$ cat src/rtl/dmem_pkg.sv
// Shared types and default address map for the CPU data-memory bus.
package dmem_pkg;

    typedef enum logic [1:0] {
        SIZE_BYTE    = 2'd0,
        SIZE_HALF    = 2'd1,
        SIZE_WORD    = 2'd2,
        SIZE_ILLEGAL = 2'd3
    } size_e;

    typedef enum logic [1:0] {
        TGT_RAM  = 2'd0,
        TGT_MMIO = 2'd1,
        TGT_NONE = 2'd2
    } target_e;

    localparam logic [31:0] DEFAULT_RAM_BASE  = 32'h0001_0000;
    localparam logic [31:0] DEFAULT_MMIO_BASE = 32'h8000_0000;

endpackage

$ cat src/rtl/dmem_load_align.sv
// Extracts the addressed byte/half/word from a target read word and extends it.
module dmem_load_align
    import dmem_pkg::*;
(
    input  logic [31:0] q,
    input  logic [1:0]  off,
    input  size_e       size,
    input  logic        unsigned_ext,
    output logic [31:0] data
);

    logic [15:0] low;

    always_comb begin
        low  = 16'(q >> {off, 3'b000});
        data = '0;
        case (size)
            SIZE_BYTE: data = unsigned_ext ? {24'h0, low[7:0]} : {{24{low[7]}}, low[7:0]};
            SIZE_HALF: data = unsigned_ext ? {16'h0, low}      : {{16{low[15]}}, low};
            SIZE_WORD: data = q;
            default:   data = '0;
        endcase
    end

endmodule

$ cat src/rtl/dmem_bus.sv
// CPU data-memory bus: decodes loads/stores onto a RAM and an MMIO window with a
// fixed one-cycle response and a hold register for a stalled response.
module dmem_bus
    import dmem_pkg::*;
#(
    parameter logic [31:0] RAM_BASE  = DEFAULT_RAM_BASE,
    parameter logic [31:0] MMIO_BASE = DEFAULT_MMIO_BASE
) (
    input  logic        clock,
    input  logic        reset_n,
    input  logic        req_valid,
    output logic        req_ready,
    input  logic [31:0] req_addr,
    input  logic        req_write,
    input  logic [1:0]  req_size,
    input  logic        req_unsigned,
    input  logic [31:0] req_wdata,
    output logic        rsp_valid,
    input  logic        rsp_ready,
    output logic [31:0] rsp_rdata,
    output logic        rsp_error,
    output logic [13:0] ram_address,
    output logic [3:0]  ram_byteena,
    output logic        ram_clken,
    output logic [31:0] ram_data,
    output logic        ram_wren,
    input  logic [31:0] ram_q,
    output logic [13:0] mmio_address,
    output logic [3:0]  mmio_byteena,
    output logic        mmio_clken,
    output logic [31:0] mmio_data,
    output logic        mmio_wren,
    input  logic [31:0] mmio_q
);

    localparam logic [1:0] ST_IDLE = 2'd0;
    localparam logic [1:0] ST_RESP = 2'd1;
    localparam logic [1:0] ST_HOLD = 2'd2;

    logic [1:0]  state, state_next;
    logic [1:0]  off;
    target_e     tgt;
    logic        legal, accept;
    logic [3:0]  byteena;
    logic [31:0] store_data;

    target_e     p_tgt;
    logic [1:0]  p_off;
    size_e       p_size;
    logic        p_unsigned, p_write, p_error;
    logic [31:0] hold_rdata;
    logic        hold_error;
    logic [31:0] q_sel, aligned, fmt_rdata;

    assign off       = req_addr[1:0];
    assign rsp_valid = (state != ST_IDLE);
    assign req_ready = !rsp_valid || rsp_ready;
    // Gated by reset so a request held during reset cannot strobe a target.
    assign accept    = req_valid && req_ready && reset_n;

    always_comb begin
        if (req_addr[31:16] == RAM_BASE[31:16])       tgt = TGT_RAM;
        else if (req_addr[31:16] == MMIO_BASE[31:16]) tgt = TGT_MMIO;
        else                                          tgt = TGT_NONE;
    end

    always_comb begin
        byteena    = 4'b0000;
        store_data = req_wdata;
        legal      = (tgt != TGT_NONE);
        case (req_size)
            2'd0: begin
                byteena    = 4'b0001 << off;
                store_data = {4{req_wdata[7:0]}};
            end
            2'd1: begin
                byteena    = 4'b0011 << off;
                store_data = {2{req_wdata[15:0]}};
                if (off[0]) legal = 1'b0;
            end
            2'd2: begin
                byteena = 4'b1111;
                if (off != 2'd0) legal = 1'b0;
            end
            default: legal = 1'b0;
        endcase
    end

    assign ram_address  = req_addr[15:2];
    assign mmio_address = req_addr[15:2];
    assign ram_byteena  = byteena;
    assign mmio_byteena = byteena;
    assign ram_data     = store_data;
    assign mmio_data    = store_data;
    assign ram_clken    = accept && legal && (tgt == TGT_RAM);
    assign mmio_clken   = accept && legal && (tgt == TGT_MMIO);
    assign ram_wren     = ram_clken && req_write;
    assign mmio_wren    = mmio_clken && req_write;

    assign q_sel = (p_tgt == TGT_MMIO) ? mmio_q : ram_q;

    dmem_load_align u_align (
        .q            (q_sel),
        .off          (p_off),
        .size         (p_size),
        .unsigned_ext (p_unsigned),
        .data         (aligned)
    );

    assign fmt_rdata = (p_error || p_write) ? 32'h0 : aligned;

    always_comb begin
        rsp_rdata = 32'h0;
        rsp_error = 1'b0;
        if (state == ST_RESP) begin
            rsp_rdata = fmt_rdata;
            rsp_error = p_error;
        end else if (state == ST_HOLD) begin
            rsp_rdata = hold_rdata;
            rsp_error = hold_error;
        end
    end

    always_comb begin
        state_next = state;
        case (state)
            ST_IDLE: if (accept) state_next = ST_RESP;
            ST_RESP, ST_HOLD: begin
                if (rsp_ready)             state_next = accept ? ST_RESP : ST_IDLE;
                else if (state == ST_RESP) state_next = ST_HOLD;
            end
            default: state_next = ST_IDLE;
        endcase
    end

    always_ff @(posedge clock or negedge reset_n) begin
        if (!reset_n) begin
            state      <= ST_IDLE;
            p_tgt      <= TGT_NONE;
            p_off      <= 2'd0;
            p_size     <= SIZE_BYTE;
            p_unsigned <= 1'b0;
            p_write    <= 1'b0;
            p_error    <= 1'b0;
            hold_rdata <= 32'h0;
            hold_error <= 1'b0;
        end else begin
            state <= state_next;
            if (accept) begin
                p_tgt      <= tgt;
                p_off      <= off;
                p_size     <= size_e'(req_size);
                p_unsigned <= req_unsigned;
                p_write    <= req_write;
                p_error    <= !legal;
            end
            // The target q is only valid for one cycle, so capture it on the first stall.
            if (state == ST_RESP && !rsp_ready) begin
                hold_rdata <= fmt_rdata;
                hold_error <= p_error;
            end
        end
    end

endmodule
$ cat config.mk
export PLATFORM = sky130hd
export DESIGN_NAME = dmem_bus
export DESIGN_NICKNAME = d
export VERILOG_FILES = /design/src/rtl/dmem_pkg.sv /design/src/rtl/dmem_load_align.sv /design/src/rtl/dmem_bus.sv
export SDC_FILE = /design/constraint.sdc
export NUM_CORES = 1
export LEC_CHECK = 0
export ABC_CLOCK_PERIOD_IN_PS = 4200
export CORE_MARGIN = 1
export CORE_UTILIZATION = 43
export DETAILED_ROUTE_END_ITERATION = 6
export HOLD_SLACK_MARGIN = 0.05
export PLACE_DENSITY = 0.89
export SKIP_LAST_GASP = 1
export SLEW_MARGIN = 40
export SYNTH_ARGS = -nofsm -noshare
export SYNTH_HDL_FRONTEND = slang
export SYNTH_SLANG_ARGS = --single-unit
$ cat constraint.sdc
create_clock -name clock -period 4.2 [get_ports clock]
set_clock_uncertainty 0.2 [all_clocks]
set_input_delay 0.84 -clock clock [delete_from_list [all_inputs] [get_ports clock]]
set_output_delay 0.84 -clock clock [all_outputs]
set_load 0.02 [all_outputs]
* After elaboration in Yosys (flattened, before gate mapping)
Cells that the tools add are included.
** Word-level totals
- Flip-flop bits (word level) :: 44
- Input bits :: 136
- Output and inout port bits :: 139
** Cells by class
- Equal/unequal tests :: 13
- Shift-type cells :: 3
- Multiplexer cells :: 21
- Reduce and logical (&&, ||, !) cells :: 21
** Operator list (count)
- 32-bit two-way mux :: 6
- 32-bit one-hot mux with 3 select lines :: 1
- 32-bit one-hot mux with 2 select lines :: 1
- 32-bit by 5-bit >> shifter with 16-bit output :: 1
- 16-bit by 1-bit == test with 1-bit output, second input constant :: 1
- 16-bit == test, second input constant :: 1
- 4-bit one-hot mux with 3 select lines :: 1
- 2-bit by 1-bit == test with 1-bit output, second input constant :: 5
- 2-bit two-way mux :: 5
- 1-bit logical AND :: 8
- 2-bit zero test :: 4
- 2-bit == test, second input constant :: 3
- 1-bit two-way mux :: 5
- 2-bit != test, second input constant :: 2
- 2-bit one-hot mux with 2 select lines :: 1
- 2-bit nonzero test :: 2
- 1-bit by 2-bit << shifter with 4-bit output, first input constant :: 1
- 2-bit by 2-bit << shifter with 4-bit output, first input constant :: 1
- 1-bit zero test :: 3
- 3-bit != test, second input constant :: 1
- 1-bit one-hot mux with 3 select lines :: 1
- 1-bit logical OR :: 2
- 2-bit AND reduction :: 1
- 2-bit OR reduction :: 1

* Logic depth before layout (Yosys ltp)
Gate-level depths: netlist of the first run.
- Word-level depth :: 9
- Gate-level depth with buffers :: 8

* Modules after synthesis
A second synthesis of the first run with hierarchy kept.
** Unflattened totals
- Cells, all modules :: 606
- Area total of the unflattened synthesis :: 4672.0 um2
** By module, submodules not included
- dmem_bus :: times used 1, cells each 486, area an instance 3844.9 um2
- dmem_load_align :: times used 1, cells each 120, area an instance 827.0 um2

* Least setup slack after synthesis of the first run
No wires, ideal clock.
- Kind :: input -> output
- Start :: input req_size[0]
- End :: output ram_data[25]
- Data arrival time :: 2.424 ns
- Path slack :: 0.736 ns
- Cell stages on the path :: 5
- Buffers on the path :: 3
- Cell sequence :: clkbuf_1 -> buf_1 -> mux2i_1 -> o21ai_0 -> buf_4
** On the way
- Longest elaborated chain between the ends :: 2
** RTL lines
- start, declared :: RTL line dmem_bus.sv:15 : input logic [1:0] req_size,
- 2-bit by 1-bit == test with 1-bit output / 2-bit zero test (equally long branches) :: RTL line dmem_bus.sv:71 : case (req_size)
- 32-bit one-hot mux with 2 select lines (*) :: RTL line dmem_bus.sv:71
- end, declared :: RTL line dmem_bus.sv:25 : output logic [31:0] ram_data,
Mark *: on every way between the ends. The rest lies on a longest branch, timed or not.

* Worst setup path in the final report of the first run
- Start :: input ram_q[23]
- End :: output rsp_rdata[23]
** On the way
- Longest elaborated chain between the ends :: 6
** RTL lines
- start, declared :: RTL line dmem_bus.sv:27 : input logic [31:0] ram_q,
- 32-bit two-way mux (*) :: RTL line dmem_bus.sv:100 : assign q_sel = (p_tgt == TGT_MMIO) ? mmio_q : ram_q;
- 32-bit by 5-bit >> shifter with 16-bit output :: RTL line dmem_load_align.sv:15 : low = 16'(q >> {off, 3'b000});
- 32-bit two-way mux (on tied branches) :: RTL line dmem_load_align.sv:19, dmem_load_align.sv:18
- 32-bit one-hot mux with 3 select lines (*) :: RTL line dmem_load_align.sv:17 : case (size)
- 32-bit two-way mux (*) :: RTL line dmem_bus.sv:110 : assign fmt_rdata = (p_error || p_write) ? 32'h0 : aligned;
- 32-bit two-way mux (*) :: RTL line dmem_bus.sv:115 : if (state == ST_RESP) begin
- end, declared :: RTL line dmem_bus.sv:20 : output logic [31:0] rsp_rdata,
Marked as above.

==> results.yml, run 1 <==
timing:
  finalHoldViolations: 0
  max_slew_margin_pct: 53.7
  rsz0062_at_grt: "no"
  timing.fmax_mhz: 243
  maxSlewViolCount: 0
  setup_viol: 0
  period_share_pct: 98.1
  timing.final.ws_setup_ns: 0.0790
  tightestPinTransition_ns: 0.695
  min_period_ns: 4.12
clock_network:
  cts_buffer_depth: 2
  cts_made_buffers: 5
  cts.sinks: 44
  cts_tree: "yes"
  cts.clk_slew.worst_paths_ns: 0.08
  clk_latency_ns: 0.31
  htree_num_levels: 2
  cts_root_buf: "clkbuf_8"
  hold_buffers: 0
detailed_routing:
  first_iter_violations: 366
  drc: 0
  avgViaCountPerCell: 5.95
  dr.pass1.iters: 5
  vias: 5248
  ant_nets: 0
  wl_per_cell_um: 21.1
  drt-total-wl_mm: 18.6
final_layout:
  final_cell_mix: "clkdlybuf4s50_1 (216), a21oi_1 (65), o21ai_0 (53)"
  drive_gt1_share_pct: 16.7
  final_common_cell: "clkdlybuf4s50_1"
  finalNonFillerCells: 882
  area_growth_pct: 47.0
  antenna_cells: 0
  nets: 881
min_path:
  hold_depth: 2
  hold_start: "hold_rdata[7]$_DFFE_PN0P_"
  worstHoldEndpoint: "hold_rdata[7]$_DFFE_PN0P_"
  hp-class: "reg -> reg"
logic_synthesis:
  synth_top_area_share_pct: 22.3
  synth.distinct_cells: 56
  synth.avg_cell_area_um2: 8.40
  synth_edf_count: 0
  ys_ff_latch: 44
  mappedNetlistArea_um2: 4820
  synthArstFlopShare_pct: 100
  ys.flop_type: "dfrtp_1"
  netlist_instances: 574
  yosysSeqAreaShare_pct: 22.9
  syn-num-nets: 714
  synth_warnings: 0
  synthTopCellsByArea: "dfrtp_1 (22%), buf_4 (11%), mux2_2 (8.9%), a21oi_1 (6.7%), o21ai_0 (5.5%)"
  yosys.area.top_type: "dfrtp_1"
floorplanning:
  die_area_um2: 11600
  io_pins: 275
  die_w_um: 108
  die_y_um: 108
  row_count: 38
  fp.coreArea_um2: 10900
  start_util_pct: 44.3
run:
  max-cap-violations: 0
critical_path:
  crit_top_cell: "clkdlybuf4s50_1"
  required_ns: 3.16
  critical_path_class: "in -> out"
  reg2reg_from: "p_tgt[1]$_DFFE_PN1P_"
  cpMaxStageDelayCell: "clkdlybuf4s50_1"
  max_stage_delay_ns: 0.65
  cp_max_fo: 16
  r2r_end: "hold_rdata[12]$_DFFE_PN0P_"
  arrival_ns: 3.08
  crit_chain: "clkdlybuf4s50_1, mux2i_2, buf_4, o2bb2ai_4, nand2_2, a31oi_2, clkdlybuf4s50_1"
  r2r_cells: 7
  worstSetupStartpointType: "input pin"
  r2r_slack_ns: 1.50
  crit_path_end_kind: "output port"
global_route:
  grt_max_degree: 51
  grt_pass1_vias: 5276
  grt_first_pass_wirelength_mm: 28.3
  antenna_found_initial: 0
  grt_usage_pct: 31.6
  gr-total-overflow: 0
placed_design:
  dp_cells: 874
  portBuffers: 232
  dp_hpwl_mm: 14.4
  place_congestion: 0.934
  place_ws_ns: -0.0917
pwr:
  power_mw: 2.62
  p_per_area_nw_per_um2: 369
  p_leak_nw: 3.00
  peakVddDrop_mv: 0.214
status:
  outcome: "completed"
## power by group
part	total, mW	switching, mW	internal (mW)
Clock	0.338	0.159	0.179
Combinational	1.56	0.871	0.693
Sequential	0.716	0.148	0.568
## sequential cells by signal, summed over array words and instances (netlist names)
| name | cells |
|---|---|
| hold_error | 1 |
| hold_rdata | 32 |
| p_error | 1 |
| p_off | 2 |
| p_size | 2 |
| p_tgt | 2 |
| p_unsigned | 1 |
| p_write | 1 |
| state | 2 |
## metrics by stage
step | TNS, ns | util, % | hold slack (ns) | cell area, µm²
floorplan | 0 | - | 0.248 | 4820
detailed placement | -0.147 | 63.6 | 0.272 | 6930
CTS | 0 | 64.6 | 0.293 | 7040
global placement | -0.0692 | 63.6 | 0.259 | 6930
global route | 0 | 65.1 | 0.330 | 7090
finish | 0 | 65.1 | 0.291 | 7090
## final cells by class
class	instances	area, µm²
sequential	44	1100
multi-input combinational	403	2930
fill	889	3800
inverter	9	33.8
clock inverter	1	30.0
timing repair buffer	278	2740
clock buffer	7	76.3
tap	140	175
## how the worst max path moves through the flow
stage	start	to	slack, ns	cells past startpoint
after floorplan	req_size[0]	ram_data[25]	0.74	5
after CTS	p_tgt[1]$_DFFE_PN1P_	rsp_rdata[12]	0.007	8
after global routing	p_tgt[1]$_DFFE_PN1P_	rsp_rdata[6]	0.004	7
after detailed placement	mmio_q[10]	rsp_rdata[10]	-0.09	7
final	ram_q[23]	rsp_rdata[23]	0.08	7
after global placement	mmio_q[10]	rsp_rdata[10]	-0.06	7
## worst max-delay path: cells and delay by family
kind,cells,cell delay (ns)
AOI/OAI and AO/OA,2,0.53
muxes,1,0.13
and+or+nand+nor,1,0.28
buffers and inverters,3,1.30
## cell families after synthesis
family | count (synthesis) | share of synthesized area [%]
AO/OA/AOI/OAI | 213 | 29.9
adder cells (fa/ha/maj) | 4 | 1.04
buffers and inverters | 127 | 16.9
flip-flops | 44 | 22.9
multiplexers | 68 | 17.3
AND/OR/NAND/NOR | 118 | 11.9
## Yosys cell counts, types with 3 or more instances
library cell,number
buf_1,5
nor2_1,30
dfrtp_1,43
nor4_1,3
o31ai_1,3
nand2b_1,9
o21ai_0,53
buf_4,73
a22oi_1,10
a211oi_1,5
o41ai_1,4
a31oi_1,15
a222oi_1,7
nand3b_1,3
a211oi_2,5
nor2b_1,6
a22o_1,15
and2_1,10
a31oi_2,3
a21oi_1,65
inv_1,9
mux4_2,7
nor3_1,4
buf_6,8
buf_2,3
a221oi_1,5
or2_2,3
nand2_1,40
mux2i_1,21
clkbuf_1,29
ha_1,4
a21boi_0,8
mux2_2,38
## repair_timing
item / CTS / global route
endpoints found under the hold margin: 0 / 0
pin swaps: 1 / 2
resized for setup: 4 / 14
endpoints found under the setup margin: 5 / 15
gates cloned: 0 / 0
setup buffers: 0 / 0
## routing by layer
metal / track usage, % / part of all wire, %
met5: 0 / 0
met4: 11.0 / 3.0
met3: 6.36 / 8.1
met2: 56.9 / 50
met1: 36.9 / 39
Note: power is estimated with default switching activity, not from simulation.
==> inputs of run 2 (changes only) <==
--- a/config.mk
+++ b/config.mk
@@ -9,6 +9,7 @@
 export CORE_MARGIN = 1
 export CORE_UTILIZATION = 43
 export DETAILED_ROUTE_END_ITERATION = 6
+export GPL_TIMING_DRIVEN = 0
 export HOLD_SLACK_MARGIN = 0.05
 export PLACE_DENSITY = 0.89
 export SKIP_LAST_GASP = 1
==> results.yml, run 2 (synthesis gave the netlist of run 1 again) <==
floorplanning:
  die_w_um: 108
  die_area_um2: 11600
  row_count: 38
  die_y_um: 108
  io_pins: 275
  fp.coreArea_um2: 10900
  start_util_pct: 44.3
pwr:
  peakVddDrop_mv: 0.212
  pwr-share-comb_pct: 62.7
  switching_power_mw: 1.29
  clockPowerShare_pct: 12.6
  p_per_area_nw_per_um2: 354
  p_leak_nw: 3.45
  seq_power_share_pct: 24.8
  switching_share_pct: 46.6
  p_int_mw: 1.48
critical_path:
  arrival_ns: 3.13
  required_ns: 3.16
  cp_max_fo: 2
  critical_path_class: "in -> out"
  crit_path_end_kind: "output port"
  worstSetupStartpointType: "input pin"
  r2r_cells: 7
placed_design:
  portBuffers: 258
  dp_hpwl_mm: 17.2
  place_congestion: 0.914
  place_ws_ns: -0.250
timing:
  finalHoldViolations: 0
  rsz0062_at_grt: "no"
  tightestPinTransition_ns: 0.833
  period_share_pct: 99.2
  timing.final.ws_setup_ns: 0.0318
  min_period_ns: 4.17
  maxSlewViolCount: 0
  hold_ws_ns: 0.154
  setup_viol: 0
  timing.fmax_mhz: 240
  max_slew_margin_pct: 44.4
final_layout:
  largest_reg_flops: 32
  area_growth_pct: 62.6
  final_common_cell: "clkdlybuf4s50_1"
  regArea_um2: 1100
  fillCellCount: 815
  nets: 984
  fin_util_pct: 72.0
  antenna_cells: 0
  multi_input_area_um2: 2950
  final_cell_mix: "clkdlybuf4s50_1 (235), buf_4 (79), a21oi_1 (65)"
  drive_gt1_share_pct: 20.8
  largest_register: "hold_rdata"
detailed_routing:
  first_iter_violations: 587
  ant_nets: 0
  avgViaCountPerCell: 5.94
  dr.pass1.iters: 7
  wl_per_cell_um: 22.0
  vias: 5851
  drc: 0
  drt-total-wl_mm: 21.7
global_route:
  gr-total-overflow: 0
  grt_pass1_vias: 5882
  grt_max_degree: 35
  grt_usage_pct: 36.7
  grt_first_pass_wirelength_mm: 32.3
  antenna_found_initial: 0
clock_network:
  cts.clk_slew.worst_paths_ns: 0.11
  cts_buffer_depth: 2
  cts_tree: "yes"
  clk_latency_ns: 0.31
  cts_root_buf: "clkbuf_8"
  cts.sinks: 44
  cts_made_buffers: 5
  hold_buffers: 0
  htree_num_levels: 2
run:
  max-cap-violations: 0
status:
  outcome: "completed"
min_path:
  hp-class: "in -> async"
-- run 2: layer usage --
metal | track usage [%] | part of all wire (%)
met4 | 12.5 | 2.7
met1 | 44.3 | 38
met3 | 6.96 | 9.0
met2 | 64.8 | 50
met5 | 0 | 0
-- run 2: per-stage QoR --
stage | setup TNS (ns) | instances | power, mW | area [µm²]
final | 0 | 985 | 2.77 | 7840
after detailed placement | -3.24 | 973 | 2.32 | 7590
after global routing | 0 | 985 | 2.90 | 7840
after global placement | -9.31 | 972 | 2.28 | 7580
after floorplan | 0 | 574 | 1.67 | 4820
after CTS | -0.0487 | 985 | 2.70 | 7750
-- run 2: worst max-delay path, stage by stage --
cell	delay [ns]
clkdlybuf4s50_1	0.44
mux4_2	0.53
a222oi_1	0.50
a21boi_2	0.30
o21ai_0	0.16
dlygate4sd2_1	0.36
-- run 2: layout make-up --
cell class | count | area share [%]
plain buffers | 118 | 10.1
clock buffers | 5 | 0.878
clock inverters | 3 | 0.543
inverters | 9 | 0.431
multi-input cells | 403 | 37.7
flip-flops and latches | 44 | 14.1
well taps | 140 | 2.24
repair buffers | 263 | 34.1
-- run 2: final timing paths --
| kind | slack (ns) | to | from |
|---|---|---|---|
| max | 0.03 | rsp_rdata[8] | mmio_q[24] |
| min | 0.15 | hold_rdata[22]$_DFFE_PN0P_ | reset_n |
| max reg2reg | 1.55 | hold_rdata[8]$_DFFE_PN0P_ | p_tgt[1]$_DFFE_PN1P_ |
| min reg2reg | 0.31 | hold_rdata[7]$_DFFE_PN0P_ | hold_rdata[7]$_DFFE_PN0P_ |
| max in group asynchronous | 3.10 | p_tgt[1]$_DFFE_PN1P_ | reset_n |
| min in group clock | 0.31 | hold_rdata[7]$_DFFE_PN0P_ | hold_rdata[7]$_DFFE_PN0P_ |
-- run 2: timing repair --
action | 4_1_cts | 5_1_grt
endpoints found under the setup margin | 27 | 22
endpoints found under the hold margin | 0 | 0
pin swaps | 5 | 2
buffers inserted | 4 | 0
resized for setup | 18 | 29
-- run 2: power groups by stage --
stage               clock network, mW  registers, mW  logic (mW)
finish                          0.348          0.687        1.74
global route                    0.362          0.701        1.84
CTS                             0.344          0.676        1.68
detailed placement                  0          0.684        1.63
global placement                    0          0.678        1.60
floorplan                           0          0.654        1.02
